**src/rtl/processor_run_monitor.sv**
```systemverilog
// Run controller and execution-trace capture for the 16-bit core: holds the core in reset,
// runs it to a stop address or cycle budget, then drains the circular trace over valid/ready.
module processor_run_monitor #(
  parameter int PC_W       = 16,
  parameter int INSTR_W    = 16,
  parameter int DATA_W     = 16,
  parameter int RADDR_W    = 3,
  parameter int DEPTH      = 16,
  parameter int CNT_W      = 16,
  parameter int RST_CYCLES = 2
) (
  input  logic                                         clk,
  input  logic                                         reset,
  input  logic                                         arm,
  input  logic [PC_W-1:0]                              stop_pc,
  input  logic [CNT_W-1:0]                             timeout_limit,
  input  logic [PC_W-1:0]                              pc,
  input  logic [INSTR_W-1:0]                           instruction,
  input  logic                                         write_enable,
  input  logic [RADDR_W-1:0]                           write_addr,
  input  logic [DATA_W-1:0]                            alu_result,
  input  logic                                         branch_enable,
  output logic                                         core_reset,
  output logic                                         busy,
  output logic                                         done,
  output logic                                         timed_out,
  output logic                                         overflow,
  output logic [CNT_W-1:0]                             cycle_count,
  output logic [$clog2(DEPTH):0]                       trace_count,
  output logic                                         rd_valid,
  input  logic                                         rd_ready,
  output logic [2+RADDR_W+PC_W+INSTR_W+DATA_W-1:0]     rd_data
);

  localparam int AW      = $clog2(DEPTH);
  localparam int ENTRY_W = 2 + RADDR_W + PC_W + INSTR_W + DATA_W;
  localparam int RCW     = (RST_CYCLES > 1) ? $clog2(RST_CYCLES) : 1;
  localparam logic [AW:0]    FULL_C     = (AW+1)'(DEPTH);
  localparam logic [RCW-1:0] RST_INIT_C = RCW'(RST_CYCLES - 1);

  localparam logic [1:0] S_IDLE  = 2'd0;
  localparam logic [1:0] S_RST   = 2'd1;
  localparam logic [1:0] S_RUN   = 2'd2;
  localparam logic [1:0] S_DRAIN = 2'd3;

  logic [1:0]         state_q, state_d;
  logic [RCW-1:0]     rst_cnt_q, rst_cnt_d;
  logic [PC_W-1:0]    stop_pc_q, stop_pc_d;
  logic [CNT_W-1:0]   limit_q, limit_d;
  logic [CNT_W-1:0]   cyc_q, cyc_d;
  logic [AW-1:0]      wr_ptr_q, wr_ptr_d;
  logic [AW-1:0]      rd_ptr_q, rd_ptr_d;
  logic [AW:0]        count_q, count_d;
  logic               done_q, done_d;
  logic               timed_out_q, timed_out_d;
  logic               overflow_q, overflow_d;
  logic               core_reset_q, core_reset_d;
  logic               busy_q, busy_d;
  logic               mem_we_s;
  logic               rd_valid_s;
  logic [CNT_W:0]     cyc_inc_s;
  logic [ENTRY_W-1:0] entry_s;
  logic [ENTRY_W-1:0] mem_q [DEPTH];

  assign entry_s    = {branch_enable, write_enable, write_addr, pc, instruction, alu_result};
  assign cyc_inc_s  = {1'b0, cyc_q} + {{CNT_W{1'b0}}, 1'b1};
  assign rd_valid_s = (state_q == S_DRAIN) && (count_q != {(AW+1){1'b0}});

  // Next-state and datapath control for the run/capture/drain sequence
  always_comb begin
    state_d       = state_q;
    rst_cnt_d     = rst_cnt_q;
    stop_pc_d     = stop_pc_q;
    limit_d       = limit_q;
    cyc_d         = cyc_q;
    wr_ptr_d      = wr_ptr_q;
    rd_ptr_d      = rd_ptr_q;
    count_d       = count_q;
    done_d        = done_q;
    timed_out_d   = timed_out_q;
    overflow_d    = overflow_q;
    mem_we_s      = 1'b0;
    case (state_q)
      S_IDLE: begin
        if (arm) begin
          state_d     = S_RST;
          rst_cnt_d   = RST_INIT_C;
          stop_pc_d   = stop_pc;
          limit_d     = timeout_limit;
          cyc_d       = {CNT_W{1'b0}};
          wr_ptr_d    = {AW{1'b0}};
          rd_ptr_d    = {AW{1'b0}};
          count_d     = {(AW+1){1'b0}};
          done_d      = 1'b0;
          timed_out_d = 1'b0;
          overflow_d  = 1'b0;
        end else begin
          state_d = S_IDLE;
        end
      end
      S_RST: begin
        if (rst_cnt_q == {RCW{1'b0}}) begin
          state_d = S_RUN;
        end else begin
          rst_cnt_d = rst_cnt_q - 1'b1;
        end
      end
      S_RUN: begin
        mem_we_s = 1'b1;
        wr_ptr_d = wr_ptr_q + 1'b1;
        // A full buffer drops its oldest entry so the newest DEPTH are kept
        if (count_q == FULL_C) begin
          rd_ptr_d   = rd_ptr_q + 1'b1;
          overflow_d = 1'b1;
        end else begin
          count_d = count_q + 1'b1;
        end
        if (cyc_q != {CNT_W{1'b1}}) begin
          cyc_d = cyc_inc_s[CNT_W-1:0];
        end else begin
          cyc_d = cyc_q;
        end
        if (pc == stop_pc_q) begin
          done_d  = 1'b1;
          state_d = S_DRAIN;
        end else if ((limit_q != {CNT_W{1'b0}}) && (cyc_inc_s == {1'b0, limit_q})) begin
          timed_out_d = 1'b1;
          state_d     = S_DRAIN;
        end else begin
          state_d = S_RUN;
        end
      end
      S_DRAIN: begin
        if (rd_valid_s && rd_ready) begin
          rd_ptr_d = rd_ptr_q + 1'b1;
          count_d  = count_q - 1'b1;
        end else begin
          count_d = count_q;
        end
        if (count_d == {(AW+1){1'b0}}) begin
          state_d = S_IDLE;
        end else begin
          state_d = S_DRAIN;
        end
      end
      default: begin
        state_d = S_IDLE;
      end
    endcase
    core_reset_d = (state_d != S_RUN);
    busy_d       = (state_d == S_RST) || (state_d == S_RUN);
  end

  // Control and status registers; reset forces the core back into reset immediately
  always_ff @(posedge clk or negedge reset) begin
    if (!reset) begin
      state_q      <= S_IDLE;
      rst_cnt_q    <= {RCW{1'b0}};
      stop_pc_q    <= {PC_W{1'b0}};
      limit_q      <= {CNT_W{1'b0}};
      cyc_q        <= {CNT_W{1'b0}};
      wr_ptr_q     <= {AW{1'b0}};
      rd_ptr_q     <= {AW{1'b0}};
      count_q      <= {(AW+1){1'b0}};
      done_q       <= 1'b0;
      timed_out_q  <= 1'b0;
      overflow_q   <= 1'b0;
      core_reset_q <= 1'b1;
      busy_q       <= 1'b0;
    end else begin
      state_q      <= state_d;
      rst_cnt_q    <= rst_cnt_d;
      stop_pc_q    <= stop_pc_d;
      limit_q      <= limit_d;
      cyc_q        <= cyc_d;
      wr_ptr_q     <= wr_ptr_d;
      rd_ptr_q     <= rd_ptr_d;
      count_q      <= count_d;
      done_q       <= done_d;
      timed_out_q  <= timed_out_d;
      overflow_q   <= overflow_d;
      core_reset_q <= core_reset_d;
      busy_q       <= busy_d;
    end
  end

  // Trace storage; contents are only meaningful below count_q, so no reset is needed
  always_ff @(posedge clk) begin
    if (mem_we_s) begin
      mem_q[wr_ptr_q] <= entry_s;
    end
  end

  assign core_reset  = core_reset_q;
  assign busy        = busy_q;
  assign done        = done_q;
  assign timed_out   = timed_out_q;
  assign overflow    = overflow_q;
  assign cycle_count = cyc_q;
  assign trace_count = count_q;
  assign rd_valid    = rd_valid_s;
  assign rd_data     = mem_q[rd_ptr_q];

endmodule

```
**config.mk**
```make
export PLATFORM = sky130hd
export DESIGN_NAME = processor_run_monitor
export DESIGN_NICKNAME = d
export VERILOG_FILES = /design/src/rtl/processor_run_monitor.sv
export SDC_FILE = /design/constraint.sdc
export NUM_CORES = 1
export LEC_CHECK = 0
export ABC_AREA = 1
export BUFFER_PORTS_ARGS = -buffer_cell sky130_fd_sc_hd__buf_4
export CAP_MARGIN = 20
export CORE_MARGIN = 1
export CORE_UTILIZATION = 30
export CTS_CLUSTER_DIAMETER = 50
export CTS_CLUSTER_SIZE = 14
export DETAILED_ROUTE_END_ITERATION = 10
export SYNTH_ARGS = -nofsm -noshare
export SYNTH_HDL_FRONTEND = slang
export SYNTH_SLANG_ARGS = --single-unit
```
**constraint.sdc**
```tcl
create_clock -name clk -period 5.6 [get_ports clk]
set_clock_uncertainty 0.2 [all_clocks]
set_input_delay 1.4 -clock clk [delete_from_list [all_inputs] [get_ports clk]]
set_output_delay 1.4 -clock clk [all_outputs]
set_load 0.01 [all_outputs]
```
# Word level (Yosys, flattened, before mapping)
# Memory sizes are Yosys's and may differ from the RTL's.
# Cells that the tools add are included.
# Widths: inputs -> output; s select.
# totals
register_bits,69
ramBits,848
in_bits,89
output_inout_bits,80
word_cells,91
mem_count,1
# op_classes
n_addsub,6
n_eq_ne,18
mux,33
reduce_logical,20
# memory_table
memory,words,width,read_ports,rd_ports_with_merged_regs,wr,line,text
mem_q,16,53,1,0,1,63,logic [ENTRY_W-1:0] mem_q [DEPTH];
# ops
operator,n
$mux 16,2
$pmux 16 s2,1
$mux 5,4
$add 16x1->17 const B,1
$eq 17x16->1,1
$eq 16x16->1,1
$ne 16x16->1 const B,1
$ne 2x2->1 const B,8
$reduce_bool 16->1,1
$pmux 5 s3,1
$mux 1,13
$mux 4,3
$pmux 4 s3,1
$reduce_and 3->1,4
$add 4x1->4 const B,2
$pmux 1 s2,4
$pmux 2 s4,1
$pmux 4 s2,1
$reduce_and 4->1,2
$eq 2x2->1 const B,3
$reduce_and 2->1,3
$add 5x1->5 const B,1
$eq 5x5->1 const B,1
$logic_not 5->1,1
other kinds (11),16

# Longest topological paths before layout
# depth
depth_word,10
depth_mapped,17
depth_no_buf,17

# Worst setup path before layout
# OpenSTA, ideal clock, no wires.
# synth_timing
kind,register to register
startpoint,register state_q[1]
endpoint,memory mem_q[0][0] in the netlist's numbering (enable)
setup_ns,0.464
arrival_ns,3.419
path_slack_ns,1.517
path_stages_with_launch,7
n_path_buf,2
synth_period_minus_slack_ns,4.083
cell_sequence,dfrtp_1 -> buf_4 -> inv_1 -> nor2_2 -> clkbuf_1 -> nand2_1 -> nor2_1
# synth_between
elab_chain_len,4
# synth_rtl
element,line,text
"start, declared",46,"logic [1:0] state_q, state_d;"
"start signal, assigned",171,state_q <= state_d;
$eq 2x2->1,83,case (state_q)
$mux 1,83,
$mux 1,189,if (mem_we_s) begin
$mux 1 (not written as such),190,mem_q[wr_ptr_q] <= entry_s;
"end, declared",63,
# Every way passes these cells.

# Worst setup path after layout
# layout_timing
startpoint,register rd_ptr_q[1]
endpoint,output port rd_data[18]
# layout_between
elab_chain_len,1
# layout_rtl
element,line,text
"start, declared",52,"logic [AW-1:0] rd_ptr_q, rd_ptr_d;"
"start signal, assigned",163,rd_ptr_q <= {AW{1'b0}};
"start signal, assigned",177,rd_ptr_q <= rd_ptr_d;
$mem_v2 16x53,-,
"end, declared",32,output logic [2+RADDR_W+PC_W+INSTR_W+DATA_W-1:0] rd_data
# Every way passes these cells.

==> results.ini <==
[synthesis]
synth_cells=2835
synth.top_cell.area_share=0.700
synth-simple-area-share=0.112
synth_xor_area_frac=0.00506
syn-cell-area_um2=36400
syn_avg_cell_area_um2=12.8
synthMuxAreaShare=0.000275
synth_fa_ha_area_frac=0.00344
synth_top_family_by_area=simple AND/OR/NAND/NOR gates
synth_compound_area_frac=0.104
syn-num-nets=2934
async_reset_ff_frac=0.0752
seq_area_frac_synth=0.748
synth_top_cell_by_area=edfxtp_1
synth_edf_count=848
synth_area_leaders=edfxtp_1, nand2_1, dfrtp_1, o21ai_0, nor2_1
dominantRegCellSynth=edfxtp_1
yosys.cell_types.count=40
ys_ff_latch=917
yosysWarnings=0
yosysMostFrequentCell=edfxtp_1
synth_common_cells=edfxtp_1, nand2_1, o21ai_0, nor2_1, a21oi_1

[setup_path]
max_stage_delay_ns=0.83
cp_max_fo=47
critical_path.startpoint_type=register
arrival_ns=3.43
crit_required_ns=4.00
crit_top_cell=buf_4
endpoint=rd_data[18]
slowest_stage=dfrtp_4
r2r-end=done
path_class=register to output pin
rr_worst_depth=12
path_cells=nand2_4 -> inv_2 -> buf_4 -> nand3_1 -> nand4_1 -> nand2_1 -> buf_4
critPathLaunch=rd_ptr_q[1]
ff2ff_setup_slack_ns=2.30
cp-end-kind=output pin
timing.rr.start=trace_count[0]

[job]
drv_cap=0

[clock_tree]
ctsResizeCount=0
cts_buffers=97
cts_tree=done
htree_levels=3
clkTransAtPathRegs_ns=0.06
root_buffer=clkbuf_16
cts_hold_buf=0
cts_setup_buffers=0
cts_sinks=917
cts_max_path_buffers=3
clock_latency_ns=0.67

[power_and_ir_drop]
seqPwrFrac=0.401
p_int_uw=14000
ir_worst_vdd_uv=337
clock_power_share=0.297
leakage_uw=0.0147
combPwrFrac=0.302
p_per_area_nw_per_um2=506
switching_power_uw=7710
switching_share=0.356

[floorplan]
die_area_um2=123000
std_cell_rows=127
ios=169
die_y_um=350
fp.dieW_um=350
core_area_um2=120000
initial_core_util=0.303

[finish]
layout.nets=3077
fin_util=0.356
areaGrowthSynthToFinish_pct=17.7
n_fill_cell=11678
drive_gt1_frac=0.138
regArea_um2=27200
multi_input_area_um2=8330

[detailed_routing]
drt_wl_total_mm=101
drtPass1Iterations=5
drtAntennaViolNets=0
drt_iter0_drc=1975
vias=23324
vias_per_cell=5.01
wl_per_cell_um=21.7
drc_errors=0

[global_routing]
grt_overflow=0
grt_use_total=0.163
grt_pass1_wl_mm=148
grt_max_degree=141
antenna_found_initial=4
grt_pass1_vias=22508

[placement]
gp_congestion=0.792
port_buffers=168
hpwl_mm=53.5

[sta]
drv_slew=0
period_needed_ns=5.03
grt_setup_unrepaired=no
worst_pin_slew_ns=1.11
finalSetupViolations=0
tns_ns=0
final-hold-violation-count=0
min_period_over_period=0.898
max_slew_margin=0.260
fmax_ghz=0.199

[hold_path]
hp-class=register to register

[outcome]
outcome=finished, final reports clean

## critical path, delay by kind of cell (launching register included)
kind | cells | cell delay, ns
buf+inv | 3 | 1.06
simple gates | 4 | 0.85
flops | 1 | 0.83
## placed cells by master (no fill, tap or decap), types with 3 or more instances in the layout
cell type,count
bufinv_16,8
inv_6,15
nor2_2,3
ha_1,10
buf_12,11
xor2_1,8
xnor2_1,13
o21ai_0,316
nand3_1,128
inv_2,8
dfrtp_4,4
a21oi_1,141
clkinv_2,9
inv_8,4
o21ai_2,4
o22ai_1,75
inv_1,60
o221ai_1,38
a221oi_1,68
clkinvlp_4,9
nand4_1,54
a22oi_1,3
clkinv_8,4
clkinv_4,3
clkinv_1,6
buf_4,206
edfxtp_1,848
nand2_1,521
clkbuf_1,8
clkbuf_16,99
nor2_4,19
nor2_1,253
dfrtp_1,64
## metrics by stage
step	std cells	power, uW	setup slack (ns)	hold slack, ns	instance area, um2
after global routing	4658	22800	0.381	0.303	42800
final	4658	21700	0.572	0.286	42800
after detailed placement	4490	15500	1.20	0.268	39600
after global placement	4490	15400	1.23	0.270	39600
after CTS	4655	21900	0.465	0.294	42800
after floorplan	2835	12500	1.52	0.261	36400
## state kept, by name (all words and copies together) (netlist names)
register     flops
rst_cnt_q        1
state_q          2
cycle_count     16
limit_q         16
timed_out        1
stop_pc_q       16
wr_ptr_q         4
trace_count      5
rd_ptr_q         4
core_reset       1
mem_q          848
done             1
overflow         1
busy             1
## metal layers
layer / up-vias / track usage / part of all wire
li1: 10761 / - / -
met1: 11696 / 0.220 / 0.44
met2: 709 / 0.263 / 0.47
met3: 154 / 0.0314 / 0.060
met4: 4 / 0.0507 / 0.025
met5: - / 0 / 0.00025
## kinds of logic (layout without fill, tap and decap cells)
kind of cell             count (synthesis)  in the layout
adder cells (fa/ha/maj)                 10             10
XOR/XNOR                                21             21
other                                    0              2
AND/OR/NAND/NOR                        988            988
AO/OA/AOI/OAI                          652            652
buffers and inverters                  246            455
flip-flops                             917            917
multiplexers                             1              1
## final cells by class
type | instances | share of cell area
inverter | 72 | 0.00658
antenna | 2 | 0.000117
timing repair buffer | 218 | 0.0419
clock inverter | 58 | 0.0158
sequential | 917 | 0.635
clock buffer | 107 | 0.0586
multi-input combinational | 1672 | 0.194
tap | 1612 | 0.0471
## power groups by stage
stage | logic [uW] | clock network, uW | registers, uW
6_report | 6550 | 6430 | 8690
5_1_grt | 7230 | 6800 | 8760
4_1_cts | 6650 | 6560 | 8690
3_5_place_dp | 6640 | 0 | 8830
3_3_place_gp | 6590 | 0 | 8830
2_1_floorplan | 3840 | 0 | 8680
## worst min-delay path by stage
stage	from	depth (start not counted)	slack, ns	to
2_1_floorplan	stop_pc_q[0]	2	0.26	stop_pc_q[0]
3_3_place_gp	timed_out	2	0.27	timed_out
5_1_grt	stop_pc_q[12]	2	0.30	stop_pc_q[12]
3_5_place_dp	overflow	2	0.27	overflow
4_1_cts	stop_pc_q[1]	2	0.29	stop_pc_q[1]
6_report	stop_pc_q[1]	2	0.29	stop_pc_q[1]
(Power assumes the default switching activity.)
